$ cat config.mk
export PLATFORM = sky130hd
export DESIGN_NAME = coherence_bus_controller
export DESIGN_NICKNAME = d
export VERILOG_FILES = /design/src/rtl/coherence_bus_controller_pkg.sv /design/src/rtl/coherence_bus_controller_rr_arbiter.sv /design/src/rtl/coherence_bus_controller.sv
export SDC_FILE = /design/constraint.sdc
export NUM_CORES = 1
export LEC_CHECK = 0
export ABC_AREA = 1
export CORE_MARGIN = 5
export CORE_UTILIZATION = 40
export DETAILED_ROUTE_END_ITERATION = 10
export PLACE_DENSITY = 0.89
export SYNTH_ARGS = -nofsm -noshare
export SYNTH_HDL_FRONTEND = slang
export SYNTH_SLANG_ARGS = --single-unit
$ cat constraint.sdc
create_clock -name clk -period 4.06 [get_ports clk]
set_input_delay 0.406 -clock clk [delete_from_list [all_inputs] [get_ports clk]]
set_output_delay 0.406 -clock clk [all_outputs]
set_load 0.02 [all_outputs]
$ cat src/rtl/coherence_bus_controller_pkg.sv
// Shared types and constants for the snoop-bus coherence controller.
package cache_config;

   localparam int DEFAULT_NUM_CORES = 4;
   localparam int CORE_ID_WIDTH     = $clog2(DEFAULT_NUM_CORES);

   // MESI bus transaction carried on the snoop bus
   typedef enum logic [1:0] {
      BUS_RD   = 2'd0,
      BUS_RDX  = 2'd1,
      BUS_UPGR = 2'd2,
      BUS_WB   = 2'd3
   } bus_op_t;

   // Direction of the L2 access that follows the snoop phase
   typedef enum logic [0:0] {
      L2_READ  = 1'b0,
      L2_WRITE = 1'b1
   } l2_op_t;

   // Controller sequencing states
   typedef enum logic [1:0] {
      IDLE  = 2'd0,
      SNOOP = 2'd1,
      MEM   = 2'd2,
      DONE  = 2'd3
   } cbc_state_t;

endpackage

$ cat src/rtl/coherence_bus_controller_rr_arbiter.sv
// Round-robin arbiter: combinational search for the first request after ptr.
module rr_arbiter #(
   parameter int N = 4
)(
   input  logic [N-1:0]         req,
   input  logic [$clog2(N)-1:0] ptr,
   output logic [N-1:0]         grant,
   output logic [$clog2(N)-1:0] idx,
   output logic                 valid
);

   localparam int IW = $clog2(N);

   // Scan ptr+1, ptr+2, ... wrapping; the last slot checked is ptr itself
   always_comb begin
      grant = '0;
      idx   = '0;
      valid = 1'b0;
      for (int i = 1; i <= N; i++) begin
         if (!valid && req[(int'(ptr) + i) % N]) begin
            valid                       = 1'b1;
            idx                         = IW'((int'(ptr) + i) % N);
            grant[(int'(ptr) + i) % N]  = 1'b1;
         end
      end
   end

endmodule

$ cat src/rtl/coherence_bus_controller.sv
// Snoop-bus sequencer: grants one core at a time, broadcasts the MESI
// transaction, gathers snoop responses and decides on the L2 access.
module coherence_bus_controller
   import cache_config::*;
#(
   parameter int NUM_CORES     = 4,
   parameter int ADDRESS_WIDTH = 32,
   parameter int SNOOP_TIMEOUT = 16
)(
   input  logic                               clk,
   input  logic                               rst,
   input  logic [NUM_CORES-1:0]               req,
   input  logic [2*NUM_CORES-1:0]             req_op,
   input  logic [ADDRESS_WIDTH*NUM_CORES-1:0] req_addr,
   output logic [NUM_CORES-1:0]               gnt,
   output logic                               snoop_valid,
   output logic [1:0]                         snoop_op,
   output logic [ADDRESS_WIDTH-1:0]           snoop_addr,
   output logic [$clog2(NUM_CORES)-1:0]       snoop_src,
   input  logic [NUM_CORES-1:0]               snoop_ack,
   input  logic [NUM_CORES-1:0]               snoop_shared,
   input  logic [NUM_CORES-1:0]               snoop_dirty,
   output logic                               l2_req,
   output logic                               l2_op,
   output logic [ADDRESS_WIDTH-1:0]           l2_addr,
   input  logic                               l2_ready,
   output logic [NUM_CORES-1:0]               done,
   output logic                               done_shared,
   output logic                               snoop_err
);

   localparam int ID_W  = $clog2(NUM_CORES);
   localparam int TMR_W = $clog2(SNOOP_TIMEOUT);

   cbc_state_t               state;
   cbc_state_t               state_nxt;
   logic [ID_W-1:0]          ptr;
   logic [NUM_CORES-1:0]     ack_mask;
   logic [NUM_CORES-1:0]     shared_acc;
   logic [NUM_CORES-1:0]     dirty_acc;
   logic [TMR_W-1:0]         timer;

   logic [NUM_CORES-1:0]     arb_grant;
   logic [ID_W-1:0]          arb_idx;
   logic                     arb_valid;
   bus_op_t                  win_op;
   logic [ADDRESS_WIDTH-1:0] win_addr;

   logic [NUM_CORES-1:0]     src_mask;
   logic [NUM_CORES-1:0]     ack_now;
   logic [NUM_CORES-1:0]     shared_now;
   logic [NUM_CORES-1:0]     dirty_now;
   logic                     all_acked;
   logic                     timed_out;
   logic                     snoop_complete;
   logic                     flush_to_l2;

   rr_arbiter #(
      .N     (NUM_CORES)
   ) u_arb (
      .req   (req),
      .ptr   (ptr),
      .grant (arb_grant),
      .idx   (arb_idx),
      .valid (arb_valid)
   );

   // Winner's request fields and this cycle's view of the snoop responses
   always_comb begin
      win_op         = bus_op_t'(req_op[int'(arb_idx)*2 +: 2]);
      win_addr       = req_addr[int'(arb_idx)*ADDRESS_WIDTH +: ADDRESS_WIDTH];
      src_mask       = NUM_CORES'(1) << snoop_src;
      // the requester's own ack/shared/dirty lines are not part of the snoop
      ack_now        = (ack_mask | snoop_ack) & ~src_mask;
      shared_now     = shared_acc | (snoop_shared & snoop_ack & ~src_mask);
      dirty_now      = dirty_acc  | (snoop_dirty  & snoop_ack & ~src_mask);
      all_acked      = (ack_now == ~src_mask);
      timed_out      = (timer == TMR_W'(SNOOP_TIMEOUT - 1));
      snoop_complete = all_acked || timed_out;
      flush_to_l2    = (snoop_op == BUS_RD) && (dirty_now != '0);
   end

   // Next-state decision
   always_comb begin
      state_nxt = state;
      case (state)
         IDLE: begin
            if (arb_valid)
               state_nxt = (win_op == BUS_WB) ? MEM : SNOOP;
         end
         SNOOP: begin
            if (snoop_complete) begin
               if (snoop_op == BUS_UPGR)
                  state_nxt = DONE;
               else if (snoop_op == BUS_RDX && dirty_now != '0)
                  state_nxt = DONE;
               else
                  state_nxt = MEM;
            end
         end
         MEM: begin
            if (l2_ready)
               state_nxt = DONE;
         end
         DONE:    state_nxt = IDLE;
         default: state_nxt = IDLE;
      endcase
   end

   // State register
   always_ff @(posedge clk) begin
      if (rst)
         state <= IDLE;
      else
         state <= state_nxt;
   end

   // Registered outputs, transaction latches, accumulators and snoop timer
   always_ff @(posedge clk) begin
      if (rst) begin
         ptr         <= ID_W'(NUM_CORES - 1);
         gnt         <= '0;
         snoop_valid <= 1'b0;
         snoop_op    <= '0;
         snoop_addr  <= '0;
         snoop_src   <= '0;
         l2_req      <= 1'b0;
         l2_op       <= 1'b0;
         l2_addr     <= '0;
         done        <= '0;
         done_shared <= 1'b0;
         snoop_err   <= 1'b0;
         ack_mask    <= '0;
         shared_acc  <= '0;
         dirty_acc   <= '0;
         timer       <= '0;
      end else begin
         done      <= '0;
         snoop_err <= 1'b0;
         case (state)
            IDLE: begin
               if (arb_valid) begin
                  gnt         <= arb_grant;
                  snoop_src   <= arb_idx;
                  snoop_op    <= win_op;
                  snoop_addr  <= win_addr;
                  l2_addr     <= win_addr;
                  ack_mask    <= '0;
                  shared_acc  <= '0;
                  dirty_acc   <= '0;
                  timer       <= '0;
                  done_shared <= 1'b0;
                  if (win_op == BUS_WB) begin
                     // writeback needs no snoop: straight to L2
                     l2_req <= 1'b1;
                     l2_op  <= L2_WRITE;
                  end else begin
                     snoop_valid <= 1'b1;
                  end
               end
            end
            SNOOP: begin
               ack_mask   <= ack_now;
               shared_acc <= shared_now;
               dirty_acc  <= dirty_now;
               timer      <= timer + 1'b1;
               if (snoop_complete) begin
                  snoop_valid <= 1'b0;
                  // cores that never answered are treated as non-sharing
                  snoop_err   <= !all_acked;
                  if (state_nxt == DONE) begin
                     done        <= src_mask;
                     done_shared <= |shared_now;
                     gnt         <= '0;
                     ptr         <= snoop_src;
                  end else begin
                     l2_req <= 1'b1;
                     l2_op  <= flush_to_l2 ? L2_WRITE : L2_READ;
                  end
               end
            end
            MEM: begin
               if (l2_ready) begin
                  l2_req      <= 1'b0;
                  done        <= src_mask;
                  done_shared <= |shared_acc;
                  gnt         <= '0;
                  ptr         <= snoop_src;
               end
            end
            default: begin
            end
         endcase
      end
   end

endmodule
### Word level (Yosys, flattened, before mapping)

Index checks and enable logic that the tools add are counted.

* add/sub/neg operators: 5
* multipliers: 0
* div/mod/pow operators: 0
* order comparisons: 8
* equal/unequal tests: 16
* shift operators: 3
* mux-type cells: 76
* bitwise logic cells: 18
* reduce and logical (&&, ||, !) cells: 34

Operators with widths (count)
* indexed part select 128 x 8 -> 32 bit: 1
* two-way mux 4 bit: 12
* case mux 4 bit (2 select lines): 5
* two-way mux 1 bit: 33
* OR 4 bit: 6
* two-way mux 2 bit: 11
* AND 4 bit: 5
* less-than comparator 3 x 4 -> 1 bit, second input constant: 4
* inequality test 2 bit, second input constant: 7
* greater-or-equal comparator 3 x 1 -> 1 bit, second input constant: 4
* case mux 4 bit (3 select lines): 1
* == test 2 bit, second input constant: 5
* AND reduction 5 bit: 2
* logical AND 1 bit: 9
* binary-select mux 1 bit (select 2 bit): 4
* demux 1 bit (select 2 bit): 4
* case mux 2 bit (4 select lines): 1
* AND reduction 4 bit: 2
* OR reduction 2 bit: 4
* OR reduction 4 bit: 2
* indexed part select 8 x 4 -> 2 bit: 1
* case mux 1 bit (3 select lines): 2
* AND reduction 6 bit: 1
* adder 2 x 1 -> 2 bit, second input constant: 2
* 19 further kinds: 32

* register bits: 69
* bits in latches: 0
* RAM bits: 0
* bits in read-only memories: 0
* input bits: 155
* output and inout port bits: 81
* logic and storage cells: 176
* memories kept: 0

### Depth between registers and ports, before layout

* word-level depth: 25
* depth in mapped cells: 22
* depth with buffers taken out: 20

### By module

From an unflattened synthesis, not the netlist that was laid out.

* cell total of the unflattened synthesis: 753
* area total of the unflattened synthesis: 4858.4 µm²

Modules (own cells, without submodules)
* coherence_bus_controller: times used 1, cells an instance 672, area each 4322.9 µm², sequential area each 1381.3 µm²
* rr_arbiter: times used 1, cells an instance 81, area each 535.5 µm², sequential area each 0.0 µm²

### Worst setup path after synthesis

No wires, ideal clock.

* path kind: reg2reg
* from: register ptr[0]
* to: register done_shared
* setup time: 0.115 ns
* arrival: 2.391 ns
* data required time: 3.945 ns
* setup slack: 1.554 ns
* cell stages (with the launch flop): 23
* path buffers: 2
* clock period less this slack: 2.506 ns
* path through: dfxtp_1 > buf_6 > inv_8 > ha_1 > inv_2 > nand3_2 > nand2_4 > inv_2 > o21ai_1 > nand2_1 > nand2_2 > nand2_4 > nand2_1 > nand3_1 > nand2_1 > nand2_2 > nand2_4 > nand3_4 > nand2_4 > buf_6 > nand3_1 > nand2_1 > nor2_1

* cells in the longest elaborated chain, start to end: 22
* elaborated cells on any way between the ends: 39
* those cells by class: add/sub (4); eq/ne (4); shift (1); mux (23); reduce/logical (7)

RTL lines
* start: declaration: line coherence_bus_controller.sv:37 `logic [ID_W-1:0] ptr;`
* start signal: assignment: line coherence_bus_controller.sv:121 `ptr <= ID_W'(NUM_CORES - 1);`
* start signal: assignment: line coherence_bus_controller.sv:175 `ptr <= snoop_src;`
* start signal: assignment: line coherence_bus_controller.sv:188 `ptr <= snoop_src;`
* adder 2 x 1 -> 2 bit: line coherence_bus_controller_rr_arbiter.sv:20, coherence_bus_controller_rr_arbiter.sv:22
* binary-select mux 1 bit (select 2 bit): line coherence_bus_controller_rr_arbiter.sv:20 `if (!valid && req[(int'(ptr) + i) % N]) begin`
* two-way mux 1 bit (implied by the code) (2 in a row): line coherence_bus_controller_rr_arbiter.sv:20
* two-way mux 1 bit: line coherence_bus_controller_rr_arbiter.sv:20
* zero test 1 bit: line coherence_bus_controller_rr_arbiter.sv:20
* logical AND 1 bit: line coherence_bus_controller_rr_arbiter.sv:20
* two-way mux 1 bit: line coherence_bus_controller_rr_arbiter.sv:20
* zero test 1 bit: line coherence_bus_controller_rr_arbiter.sv:20
* (+5 left out)
* indexed part select 8 x 4 -> 2 bit: line coherence_bus_controller.sv:70 `win_op = bus_op_t'(req_op[int'(arb_idx)*2 +: 2]);`
* == test 2 bit: line coherence_bus_controller.sv:89 `state_nxt = (win_op == BUS_WB) ? MEM : SNOOP;`
* two-way mux 2 bit: line coherence_bus_controller.sv:89
* two-way mux 2 bit: line coherence_bus_controller.sv:88 `if (arb_valid)`
* case mux 2 bit (4 select lines): line coherence_bus_controller.sv:86 `case (state)`
* == test 2 bit: line coherence_bus_controller.sv:171 `if (state_nxt == DONE) begin`
* inequality test 2 bit (no line)
* AND reduction 5 bit (no line) *
* end signal: assignment: line coherence_bus_controller.sv:173 `done_shared <= |shared_now;`
* end signal: assignment: line coherence_bus_controller.sv:186 `done_shared <= |shared_acc;`
* end: declaration: line coherence_bus_controller.sv:28 `output logic done_shared,`

Every way passes the cells marked *; elsewhere a longest branch is shown, timed or not. The select of a mux whose other input is x is not followed.
A chain may end at the register's enable or synchronous reset.

### Worst setup path after layout

* from: register ptr[1]
* to: register ptr[0]

* cells in the longest elaborated chain, start to end: 22
* elaborated cells on any way between the ends: 38
* those cells by class: add/sub (4); eq/ne (3); shift (1); mux (23); reduce/logical (7)

RTL lines (line)
* adder 2 x 1 -> 2 bit: coherence_bus_controller_rr_arbiter.sv:20, coherence_bus_controller_rr_arbiter.sv:22
* binary-select mux 1 bit (select 2 bit): coherence_bus_controller_rr_arbiter.sv:20
* two-way mux 1 bit (implied by the code) (2 in a row): coherence_bus_controller_rr_arbiter.sv:20
* two-way mux 1 bit: coherence_bus_controller_rr_arbiter.sv:20
* zero test 1 bit: coherence_bus_controller_rr_arbiter.sv:20
* logical AND 1 bit: coherence_bus_controller_rr_arbiter.sv:20
* two-way mux 1 bit: coherence_bus_controller_rr_arbiter.sv:20
* zero test 1 bit: coherence_bus_controller_rr_arbiter.sv:20
* (+5 left out)
* indexed part select 8 x 4 -> 2 bit: coherence_bus_controller.sv:70
* == test 2 bit: coherence_bus_controller.sv:89
* two-way mux 2 bit: coherence_bus_controller.sv:89
* two-way mux 2 bit *: coherence_bus_controller.sv:88
* case mux 2 bit (4 select lines) *: coherence_bus_controller.sv:86
* == test 2 bit *: coherence_bus_controller.sv:171
* inequality test 2 bit (no line) *
* AND reduction 4 bit (no line) *

Marked as above.

==> results.md <==
- DIE HEIGHT: 119 microns
- Compound-Gate Fraction of Synth Area: 21.5%
- Clock buffer depth: 2
- Status: finished, final reports clean
- Period utilization: 82.0%
- Via count: 5552
- DRT iter0 DRCs: 391
- Critical Path RT: 4.26 ns
- Crit. Startpoint: ptr[1]$_SDFFE_PP1P_
- Hold Crit Class: flop to flop
- Worst EP arrival: 3.53 ns
- Post-CTS Setup Repair Bufs: 0
- Chip width: 119 microns
- Post-synthesis cell count: 761
- H-Tree Depth: 3
- Fraction of registers with async set/reset: 0%
- Most common cell after layout, fill and taps aside: clkdlybuf4s50_1
- Post-DP HPWL: 13200 microns
- Ys flop type: dfxtp_1
- Post-synthesis mux area share: 0%
- PD cells: 989 mW/mm^2
- Reg2Reg Depth: 15
- Seq cells post-synth: 69
- # resized after CTS: 0
- Clock transition at path regs: 0.05 ns
- Placement row count: 40
- # port buffers: 235
- Global Route Usage Sum: 22.8%
- Final-report setup violation count: 0
- Commonest cells after routing, fill and taps aside: 234 x clkdlybuf4s50_1, 194 x nor2_1, 104 x o21ai_0
- Fin Clk Skew: 0.00679 ns
- Static leakage power: 0.00321 uW
- Synth warnings: 0
- DR vias/cell: 5.05
- R2R Setup Slk: 0.73 ns
- Die area: 0.0142 sq mm
- IO Count: 236
- Syn_area_per_cell: 6.28 sq um
- Post-Synth XOR/XNOR Area: 0%
- Max Freq: 300 MHz
- Syn-to-layout area delta: 52.4%
- Max-capacitance violation count: 0
- FF-to-FF End: ptr[0]$_SDFFE_PP1P_
- Reg2Reg Launch Point: ptr[1]$_SDFFE_PP1P_
- Slew @ Worst Pin: 0.651 ns
- Mapped Nets: 929
- Clock period minus final worst setup slack: 3.33 ns
- Clk_lat worst skew: 0.33 ns
- Hold_buf cts: 0
- Rel. slew slack: 56.6%
- Critical path startpoint category: flop
- Post-synth EDFFs: 0
- GRT overflow: 0
- Slew Viols, Final: 0
- CTS buffer count: 9
- Clock sink count: 69
- Hold slack: 0.443 ns
- TritonCTS clock tree: done
- Endpoints failing hold: 0
- Vias in the first global route: 5407
- Starting Density: 40.3%
- Post-Route WL: 16700 microns
- CTS root buf: clkbuf_16
- Initial antenna violation count: 1
- CP Class: flop to flop
- # DRC: 0
- Final Wtd Congestion: 0.940
- Synth Cell Area: 0.00478 sq mm
- Crit-path max FO: 37
- CORE AREA: 0.0119 sq mm
- Largest net degree at the start of global routing: 44
- Worst setup EP type: flop
- Sequential-to-total area share from yosys stat: 28.9%
- # nets final: 1115
- WL/cell: 15.2 microns
- Post-synth cell types: 37
- Layout cells sized above 1: 5.88%
- Synth Area in Simple Gates: 30.5%
- Synth Area in Adders: 3.40%
- Largest family of logic cells by synthesized area: simple AND/OR/NAND/NOR gates
- VDD IR-drop max: 729 uV
- Pre-Repair DR Iteration Count: 5
- Antenna viol nets, final: 0
- Global-route wire length before repair: 26400 microns
- Worst setup endpoint: ptr[0]$_SDFFE_PP1P_
- Setup TNS: 0 ns
- RSZ-0062 raised after global routing: false
[where the power goes]
group | internal, uW | switching [uW] | leakage [uW]
sequential | 925 | 194 | 0.000570
combinational | 1910 | 3390 | 0.00249
clock | 493 | 290 | 0.000146
[registers in the layout, summed over array words and instances, names as in the netlist]
register     flops
ack_mask         4
dirty_acc        4
done             4
done_shared      1
gnt              4
l2_addr         32
l2_op            1
l2_req           1
ptr              2
shared_acc       4
snoop_err        1
snoop_op         2
snoop_src        2
snoop_valid      1
state            2
timer            4
[cells by family (layout without fill, tap and decap cells)]
group           Yosys count  after routing
fa+ha+maj                13             13
other cells               0              1
buf+inv                 157            348
compound gates          184            184
flops                    69             69
simple gates            338            338
[worst min-delay path by stage]
stage | slack [ns] | cells after the start | from | to
floorplan | 0.43 | 2 | shared_acc[0]$_SDFFE_PP0P_ | shared_acc[0]$_SDFFE_PP0P_
global placement | 0.43 | 2 | snoop_valid$_SDFFE_PP0P_ | snoop_valid$_SDFFE_PP0P_
detailed placement | 0.44 | 2 | snoop_valid$_SDFFE_PP0P_ | snoop_valid$_SDFFE_PP0P_
CTS | 0.45 | 2 | snoop_valid$_SDFFE_PP0P_ | snoop_valid$_SDFFE_PP0P_
global route | 0.48 | 2 | dirty_acc[3]$_SDFFE_PP0P_ | dirty_acc[3]$_SDFFE_PP0P_
finish | 0.44 | 2 | snoop_valid$_SDFFE_PP0P_ | snoop_valid$_SDFFE_PP0P_
[through the flow]
step / worst slack, ns / instances / area, sq um / total power (uW) / util (%)
after global placement: 0.882 / 1083 / 6980 / 6340 / 58.8
final: 0.732 / 1100 / 7280 / 7200 / 61.4
after global routing: 0.415 / 1100 / 7280 / 7910 / 61.4
after CTS: 0.697 / 1099 / 7280 / 7240 / 61.4
after detailed placement: 0.711 / 1083 / 6980 / 6440 / 58.8
after floorplan: 1.55 / 761 / 4780 / 4920 / -
[critical path, cell delays in order, from the launching register on]
cell and delay (ns):
dfxtp_1 0.49, inv_1 0.20, ha_1 0.44, inv_2 0.08
nand3_2 0.11, nand2_4 0.10, nor2_8 0.19, nand3_4 0.14
nand2_2 0.36, inv_2 0.37, nand2_4 0.21, nand3_4 0.09
nand2_4 0.15, nand3_1 0.12, nand2_1 0.08, nand3_1 0.06
[synth_stat cells, types with 5 or more instances]
master	instances	area share (%)
nor2_1	194	15
o21ai_0	104	11
nand2_1	80	6.3
inv_1	79	6.2
dfxtp_1	69	29
buf_4	34	5.3
nand3_1	29	3.0
a21oi_1	24	2.5
clkbuf_1	24	1.9
o22ai_1	19	2.5
ha_1	13	3.4
o32ai_1	13	2.4
o21ai_1	10	1.0
nand2_2	9	1.2
buf_2	8	0.84
a31oi_1	7	0.92
nand4_1	6	0.79
nor3_1	6	0.63
inv_2	5	0.39
nand2_4	5	1.2
[layout make-up]
class,count,area [sq um]
Fill cell,1084,4580
Multi-Input combinational cell,535,2650
Timing Repair Buffer,245,2420
Sequential cell,69,1380
Inverter,87,334
Clock buffer,11,243
Tap cell,147,184
Clock inverter,5,60.1
Antenna cell,1,2.50
[routing by layer]
metal / up-vias / track usage, % / share of wire [%]
met2: 223 / 41.8 / 51
met5: - / 0 / 0
met4: 0 / 9.41 / 3.9
met1: 2461 / 24.2 / 37
met3: 43 / 6.55 / 8.0
li1: 2825 / - / -
No activity file was read; power rests on OpenSTA's default activity.
